--- src/rtl/imm_decode_stage.sv ---
// Registered RISC-V immediate-generation stage with a 2-entry skid buffer.
// Optional macro IMM_ZEXT_EN adds the Z-type (CSR zimm) and shamt selects.
module imm_decode_stage #(
  parameter int unsigned XLEN  = 32,
  parameter int unsigned TAG_W = 32
) (
  input  logic             clk,
  input  logic             reset,
  input  logic             flush,
  input  logic             in_valid,
  output logic             in_ready,
  input  logic [31:0]      in_instr,
  input  logic [2:0]       in_imm_src,
  input  logic [TAG_W-1:0] in_tag,
  output logic             out_valid,
  input  logic             out_ready,
  output logic [XLEN-1:0]  out_imm,
  output logic [TAG_W-1:0] out_tag,
  output logic             out_illegal
);

  typedef enum logic [1:0] {
    ST_EMPTY = 2'd0,
    ST_ONE   = 2'd1,
    ST_TWO   = 2'd2
  } state_t;

  localparam logic [2:0] SRC_I = 3'b000;
  localparam logic [2:0] SRC_S = 3'b001;
  localparam logic [2:0] SRC_B = 3'b010;
  localparam logic [2:0] SRC_J = 3'b011;
  localparam logic [2:0] SRC_U = 3'b100;
`ifdef IMM_ZEXT_EN
  localparam logic [2:0] SRC_Z     = 3'b101;
  localparam logic [2:0] SRC_SHAMT = 3'b110;
`endif

  state_t            state;
  logic [XLEN-1:0]   sreg_imm;
  logic [TAG_W-1:0]  sreg_tag;
  logic              sreg_illegal;

  logic [XLEN-1:0]   imm_c;
  logic              illegal_c;
  logic [31:0]       imm32_c;
  logic              acc_c;
  logic              pop_c;

  // Opcode bits never feed any immediate field.
  logic unused_opcode;
  assign unused_opcode = ^in_instr[6:0];

  assign acc_c = in_valid && in_ready;
  assign pop_c = out_valid && out_ready;

  // Immediate decode of the offered instruction; sign formats build 32 bits then extend.
  always_comb begin
    imm32_c   = 32'd0;
    imm_c     = '0;
    illegal_c = 1'b0;
    case (in_imm_src)
      SRC_I: begin
        imm32_c = {{20{in_instr[31]}}, in_instr[31:20]};
        imm_c   = XLEN'($signed(imm32_c));
      end
      SRC_S: begin
        imm32_c = {{20{in_instr[31]}}, in_instr[31:25], in_instr[11:7]};
        imm_c   = XLEN'($signed(imm32_c));
      end
      SRC_B: begin
        imm32_c = {{19{in_instr[31]}}, in_instr[31], in_instr[7],
                   in_instr[30:25], in_instr[11:8], 1'b0};
        imm_c   = XLEN'($signed(imm32_c));
      end
      SRC_J: begin
        imm32_c = {{11{in_instr[31]}}, in_instr[31], in_instr[19:12],
                   in_instr[20], in_instr[30:21], 1'b0};
        imm_c   = XLEN'($signed(imm32_c));
      end
      SRC_U: begin
        imm32_c = {in_instr[31:12], 12'd0};
        imm_c   = XLEN'($signed(imm32_c));
      end
`ifdef IMM_ZEXT_EN
      SRC_Z: begin
        imm_c = XLEN'(in_instr[19:15]);
      end
      SRC_SHAMT: begin
        imm_c = XLEN'({(XLEN == 64) & in_instr[25], in_instr[24:20]});
      end
`endif
      default: begin
        imm_c     = '0;
        illegal_c = 1'b1;
      end
    endcase
  end

  // Skid-buffer FSM: OREG drives the outputs, SREG catches one extra entry.
  always_ff @(posedge clk) begin
    if (reset) begin
      state        <= ST_EMPTY;
      in_ready     <= 1'b1;
      out_valid    <= 1'b0;
      out_imm      <= '0;
      out_tag      <= '0;
      out_illegal  <= 1'b0;
      sreg_imm     <= '0;
      sreg_tag     <= '0;
      sreg_illegal <= 1'b0;
    end else if (flush) begin
      state     <= ST_EMPTY;
      in_ready  <= 1'b1;
      out_valid <= 1'b0;
    end else begin
      case (state)
        ST_EMPTY: begin
          if (acc_c) begin
            out_imm     <= imm_c;
            out_tag     <= in_tag;
            out_illegal <= illegal_c;
            out_valid   <= 1'b1;
            state       <= ST_ONE;
          end
        end
        ST_ONE: begin
          if (acc_c && !pop_c) begin
            sreg_imm     <= imm_c;
            sreg_tag     <= in_tag;
            sreg_illegal <= illegal_c;
            in_ready     <= 1'b0;
            state        <= ST_TWO;
          end else if (acc_c && pop_c) begin
            out_imm     <= imm_c;
            out_tag     <= in_tag;
            out_illegal <= illegal_c;
          end else if (pop_c) begin
            out_valid <= 1'b0;
            state     <= ST_EMPTY;
          end
        end
        ST_TWO: begin
          if (pop_c) begin
            out_imm     <= sreg_imm;
            out_tag     <= sreg_tag;
            out_illegal <= sreg_illegal;
            in_ready    <= 1'b1;
            state       <= ST_ONE;
          end
        end
        default: begin
          state     <= ST_EMPTY;
          in_ready  <= 1'b1;
          out_valid <= 1'b0;
        end
      endcase
    end
  end

endmodule

--- config.mk ---
export PLATFORM = sky130hd
export DESIGN_NAME = imm_decode_stage
export DESIGN_NICKNAME = d
export VERILOG_FILES = /design/src/rtl/imm_decode_stage.sv
export SDC_FILE = /design/constraint.sdc
export NUM_CORES = 1
export LEC_CHECK = 0
export CAP_MARGIN = 20
export CORE_ASPECT_RATIO = 1.25
export CORE_UTILIZATION = 41
export CTS_CLUSTER_SIZE = 40
export DETAILED_ROUTE_END_ITERATION = 16
export DONT_BUFFER_PORTS = 1
export SYNTH_ARGS = -nofsm -noshare
export SYNTH_HDL_FRONTEND = slang
export SYNTH_SLANG_ARGS = --single-unit
export TNS_END_PERCENT = 5
--- constraint.sdc ---
create_clock -name clk -period 2.8 [get_ports clk]
set_clock_uncertainty 0.2 [all_clocks]
set_input_delay 0.56 -clock clk [delete_from_list [all_inputs] [get_ports clk]]
set_output_delay 0.56 -clock clk [all_outputs]
set_load 0.1 [all_outputs]
==> run summary, run 1 <==
switching portion of total power - 31.2%
ys async rst share - 0%
CP Class - reg -> reg
area grow syn2layout - 19.0%
total chip power - 0.00495 W
worst path bufs/invs - 1
area share of the largest cell type after synthesis - 46.0%
nets - 813
Synth Flop Type - dfxtp_1
core area - 0.0139 sq mm
CP max stage delay - 860 ps
routed len/inst - 17.3 microns
post-CTS setup buffers - 0
GPL Wtd Cong - 0.852
GRT Total Usage - 22.3%
FMAX - 424 MHz
I/O Pins - 139
Synth cell types - 44
critical path launch point type - flop
final hold violation count - 0
Worst VDD drop - 0.000423 V
pwr/cell area - 713 mW/mm^2
Detail Route Antenna Nets - 0
Starting Density - 42.1%
Ant. Diodes - 0
final setup vio count - 0
number of synthesized flops with an enable pin - 0
initial antenna violation count - 0
mean post-synth cell area - 8.24 sq um
initial DRC count - 344
Final WS setup - 440 ps
post-place setup slack - 387 ps
largest cells by area after synthesis - dfxtp_1, nand2_1, a311oi_1, a21oi_1, nor3_1
clock sink count - 134
DP Cell Count - 896
worst-margin pin slew - 1100 ps
minimum clock period - 2360 ps
vias per cell - 5.68
#FFs+latches synth - 134
IO Port Bufs - 0
outcome - completed
clock network power share - 40.3%
Horiz. Die Dim - 109 microns
RSZ-0062 raised after global routing - no
final-report max-slew violation count - 0
GRT overflow - 0
largest net degree at the start of global routing - 147
Leakage - 2.58 nW
warnings from Yosys - 0
clock slew at reported path FFs - 50 ps
final WL - 16100 microns
Site Rows - 48
Worst Path Required - 2850 ps
DR vias - 5278
TritonCTS clock tree - yes
Psw - 0.00155 W
Cells after Synth - 708
Synthesized Nets - 780
total negative slack - 0 ps
H-tree depth - 4
worst endpoint data arrival time - 2410 ps
Clk Latency, worst-skew pair - 420 ps
first-pass GRT wire length - 25500 microns
Flop pwr share - 41.0%
mapped cell area - 0.00584 sq mm
filler instances - 1301
Post-CTS Resized - 0
crit path capture type - flop
detailed-route DRC error count - 0
height of the die - 135 microns
Die ar. - 0.0147 sq mm
post-DP HPWL - 10300 microns
Initial DRT Pass Iterations - 4
Non-Filler Instances - 929
combinational fraction of design power - 18.7%
Seq/Total Area, Yosys - 46.0%
Crit Path Max Fanout - 18
Final Cycle Share - 84.3%
Num CTS Buffers - 17
Slew HR - 26.8%
CP max-delay cell - nor2_2
Worst Hold Class - in -> reg
Max-Cap Viols - 0
cell-internal power - 0.00340 W
Root Driver - clkbuf_16
leading area contributor after synthesis - dfxtp_1
Critical Path, Cell by Cell - nand4bb_1 > buf_4 > a21oi_4 > nor2_2 > o41ai_1
crit-path leading delay family - simple AND/OR/NAND/NOR gates
layout cells sized above 1 - 17.8%
worst-case clock buffer depth - 2
vias in the first global route - 5057
## cells in the final DEF, fill, tap and decap left out, drive strengths merged, types with 9 or more instances in the layout
cell type | netlist | routed
nand2 | 167 | 167
dfxtp | 134 | 134
a21oi | 60 | 60
nand4b | 19 | 19
a311oi | 34 | 34
nor3 | 50 | 50
nor2 | 52 | 52
o41ai | 18 | 18
clkbuf | 33 | 24
and3 | 16 | 16
a211oi | 31 | 31
buf | 36 | 82
nand3 | 9 | 9
## stage by stage
step / util [%] / instance area (sq um) / hold WS, ps
after floorplan: - / 5840 / 236
after global placement: 46.2 / 6400 / 236
after detailed placement: 46.2 / 6400 / 241
after CTS: 50.1 / 6950 / 0.907
after global routing: 50.1 / 6950 / 9.02
final: 50.1 / 6950 / 23.0
## state kept, by name (all words and copies together), names as in the netlist
name,flops
out_imm,32
sreg_imm,32
sreg_tag,32
state,2
out_illegal,1
out_tag,32
out_valid,1
sreg_illegal,1
in_ready,1
## final cells by class
| class | instances | area (sq um) | share of cell area (%) |
|---|---|---|---|
| Timing Repair Buffer | 83 | 651 | 9.37 |
| Clock buffer | 24 | 482 | 6.94 |
| Inverter | 1 | 3.75 | 0.0540 |
| Tap cell | 175 | 219 | 3.15 |
| Sequential cell | 134 | 2680 | 38.6 |
| Clock inverter | 8 | 50.0 | 0.721 |
| Multi-Input combinational cell | 504 | 2860 | 41.1 |
## kinds of logic (layout without fill, tap and decap cells)
logic type,count (synthesis),after routing,share of synthesized area (%)
AND/OR/NAND/NOR,330,330,25.9
XOR/XNOR,2,2,0.300
AO/OA/AOI/OAI,164,164,20.9
buffers and inverters,70,116,5.49
multiplexers,8,8,1.46
flip-flops,134,134,46.0
## synthesized netlist by cell type (3+ instances only)
master    count
o41ai_2      10
a21oi_1      59
nor2_2        3
nand2b_1      3
a211oi_1     31
nand3_1       9
and2_1        5
mux2_2        4
dfxtp_1     134
nand2_1     167
o21ai_0       3
buf_2        31
buf_4         3
mux2i_1       4
a22oi_1       4
and3_1       16
a311oi_1     34
clkbuf_1     33
nand4b_1     19
a31oi_1       4
nor3_1       50
nor2_1       49
o41ai_1       8
## routing by layer
layer | track usage [%] | wire, microns | up-vias
met5 | 0 | 0 | -
met4 | 9.23 | 259 | 0
met3 | 6.11 | 1050 | 17
met2 | 38.2 | 8090 | 145
met1 | 26.0 | 6690 | 2534
li1 | - | - | 2582
## worst reg2reg max path: cells and delay by family (launching register included)
| kind | cells | cell delay [ps] |
|---|---|---|
| DFF | 1 | 480 |
| buffers and inverters | 1 | 200 |
| AOI/OAI and AO/OA | 2 | 270 |
| and+or+nand+nor | 2 | 1050 |
## power groups by stage
stage | sequential [W] | clock [W] | combinational (W)
3_5_place_dp | 0.00207 | 0 | 0.000926
5_1_grt | 0.00204 | 0.00212 | 0.000971
3_3_place_gp | 0.00207 | 0 | 0.000914
2_1_floorplan | 0.00255 | 0 | 0.000292
4_1_cts | 0.00203 | 0.00204 | 0.000930
6_report | 0.00203 | 0.00199 | 0.000925
## repair_timing
| item | 4_1_cts | 5_1_grt |
|---|---|---|
| setup endpoints to repair | 0 | 0 |
| hold buffers | 1 | 0 |
| endpoints found under the hold margin | 6 | 0 |
## final timing paths
| check | from | to | slack, ps | cells after the start |
|---|---|---|---|---|
| setup / recovery | state[1]$_SDFFE_PP0P_ | out_imm[28]$_SDFFE_PP0P_ | 440 | 5 |
| hold reg to reg | sreg_tag[2]$_SDFFE_PP0P_ | sreg_tag[2]$_SDFFE_PP0P_ | 250 | 2 |
| hold / removal | flush | state[0]$_SDFFE_PP0P_ | 20 | 1 |
| setup reg to reg | state[1]$_SDFFE_PP0P_ | out_imm[28]$_SDFFE_PP0P_ | 440 | 5 |
Power figures use the tool's default switching activity.
==> run 2: changes to the inputs <==
==> constraint.sdc (replaced) <==
create_clock -name clk -period 2.5 [get_ports clk]
set_clock_uncertainty 0.2 [all_clocks]
set_input_delay 0.5 -clock clk [delete_from_list [all_inputs] [get_ports clk]]
set_output_delay 0.5 -clock clk [all_outputs]
set_load 0.1 [all_outputs]
==> run 2 against run 1 <==
Via count grew 3.0%. Maximum frequency grew 0.70%. Die area is the same. Global-route usage shrank 0.066 points. Register-to-register slack lost 280 ps. Total power grew 21%. Combinational power grew 18%. Clock power grew 32%. Sequential power grew 12%. Worst setup slack lost 280 ps. Non-clock buffer count grew 10. Utilization grew 1.5 points.
==> run summary, run 2 (same netlist as run 1, synthesis figures left out) <==
total chip power - 0.00598 W (+21%)
initial DRC count - 430 (+25%)
Horiz. Die Dim - 109 microns (unchanged)
most common cell after layout, fill and taps aside - nand2_1
Ant. Diodes - 0 (unchanged)
routed len/inst - 17.6 microns (+1.5%)
worst-margin pin slew - 1050 ps (-46.3 ps)
vias per cell - 5.79 (+1.9%)
Root Driver - clkbuf_16
detailed-route DRC error count - 0 (unchanged)
DR vias - 5437 (+3.0%)
H-tree depth - 4 (unchanged)
outcome - completed
total negative slack - 0 ps (unchanged)
pwr/cell area - 836 mW/mm^2 (+17%)
GRT Total Usage - 22.2% (-0.066 points)
Post-CTS Hold Buffers - 2 (+1)
Hold Startpoint - in_tag[28]
Critical Path Start - state[1]$_SDFFE_PP0P_
Detail Route Antenna Nets - 0 (unchanged)
clock slew at reported path FFs - 60 ps (about the same)
Leakage - 2.70 nW (+4.3%)
nets - 823 (+1.2%)
commonest cells after routing, fill and taps aside - nand2_1, dfxtp_1, buf_4
post-DP HPWL - 10400 microns (+0.63%)
IO Port Bufs - 0 (unchanged)
height of the die - 135 microns (unchanged)
RSZ-0062 raised after global routing - no
TritonCTS clock tree - yes
Starting Density - 42.1% (unchanged)
Post-CTS Resized - 0 (unchanged)
minimum clock period - 2340 ps (-16.4 ps)
clock sink count - 134 (unchanged)
largest net degree at the start of global routing - 152 (+3.4%)
final setup vio count - 0 (unchanged)
area grow syn2layout - 22.5%
Final Cycle Share - 93.8% (+9.5 points)
Initial DRT Pass Iterations - 5 (+1)
Worst Hold Class - in -> reg
final WL - 16500 microns (+2.6%)
Die ar. - 0.0147 sq mm (unchanged)
Site Rows - 48 (unchanged)
Clk Latency, worst-skew pair - 410 ps (about the same)
Worst Path Required - 2550 ps (-300 ps)
first-pass GRT wire length - 25600 microns (+0.22%)
GPL Wtd Cong - 0.825 (-3.1%)
Max-Cap Viols - 0 (unchanged)
GRT overflow - 0 (unchanged)
layout cells sized above 1 - 18.8% (+1.1 points)
CP Class - reg -> reg
worst endpoint data arrival time - 2400 ps (about the same)
final hold violation count - 0 (unchanged)
vias in the first global route - 5019 (-0.75%)
core area - 0.0139 sq mm (unchanged)
Worst VDD drop - 0.000508 V (+20%)
Num CTS Buffers - 17 (unchanged)
Crit Path Max Fanout - 18 (unchanged)
critical path launch point type - flop
worst-case clock buffer depth - 2 (unchanged)
I/O Pins - 139 (unchanged)
final-report max-slew violation count - 0 (unchanged)
FMAX - 427 MHz (+0.70%)
RR Startpoint - state[1]$_SDFFE_PP0P_
Slew HR - 29.9% (+3.1 points)
post-CTS setup buffers - 0 (unchanged)
crit path capture type - flop
initial antenna violation count - 0 (unchanged)
==> run 2: metrics by stage <==
| step | std cells | util [%] | hold WS [ps] | instance area (sq um) | setup WS (ps) |
|---|---|---|---|---|---|
| 6_report | 939 | 51.5 | 18.2 | 7150 | 156 |
| 5_1_grt | 939 | 51.5 | 7.74 | 7150 | 39.5 |
| 4_1_cts | 935 | 51.0 | -58.0 | 7070 | 139 |
| 3_5_place_dp | 901 | 46.3 | 241 | 6430 | 155 |
| 3_3_place_gp | 901 | 46.3 | 236 | 6430 | 169 |
| 2_1_floorplan | 708 | - | 236 | 5840 | 22.5 |
==> run 2: worst max-delay path, cell delays in order, from the launching register on <==
cell and delay (ps):
dfxtp_1 500, nand4bb_1 360, a21oi_4 90, nor2_2 830
o41ai_1 200
==> run 2: worst paths after layout <==
path / endpoint / slack, ps / depth (start not counted)
worst min-delay path: sreg_tag[28]$_SDFFE_PP0P_ / 20 / 2
worst max-delay path: out_imm[13]$_SDFFE_PP0P_ / 160 / 4
worst max register to register: out_imm[13]$_SDFFE_PP0P_ / 160 / 4
worst min register to register: sreg_imm[0]$_SDFFE_PP0P_ / 250 / 2
==> run 2: final cells by class <==
cell class,count,area [sq um]
fillers,1282,6730
inverters,1,3.75
well taps,175,219
clock inverters,13,180
clock buffers,19,443
multi-input cells,504,2860
flip-flops and latches,134,2680
repair buffers,93,761
==> run 2: per-layer routing <==
layer	global-route usage (%)	vias up	wire length (microns)
li1	-	2611	-
met1	26.3	2594	6610
met2	37.5	205	8230
met3	6.40	27	1370
met4	8.86	0	313
met5	0	-	0
==> run 2: power by group <==
part	internal [W]	leakage [nW]	switching, W
registers	0.00223	1.09	0.0000426
clock network	0.00169	0.299	0.000931
logic	0.000258	1.31	0.000827
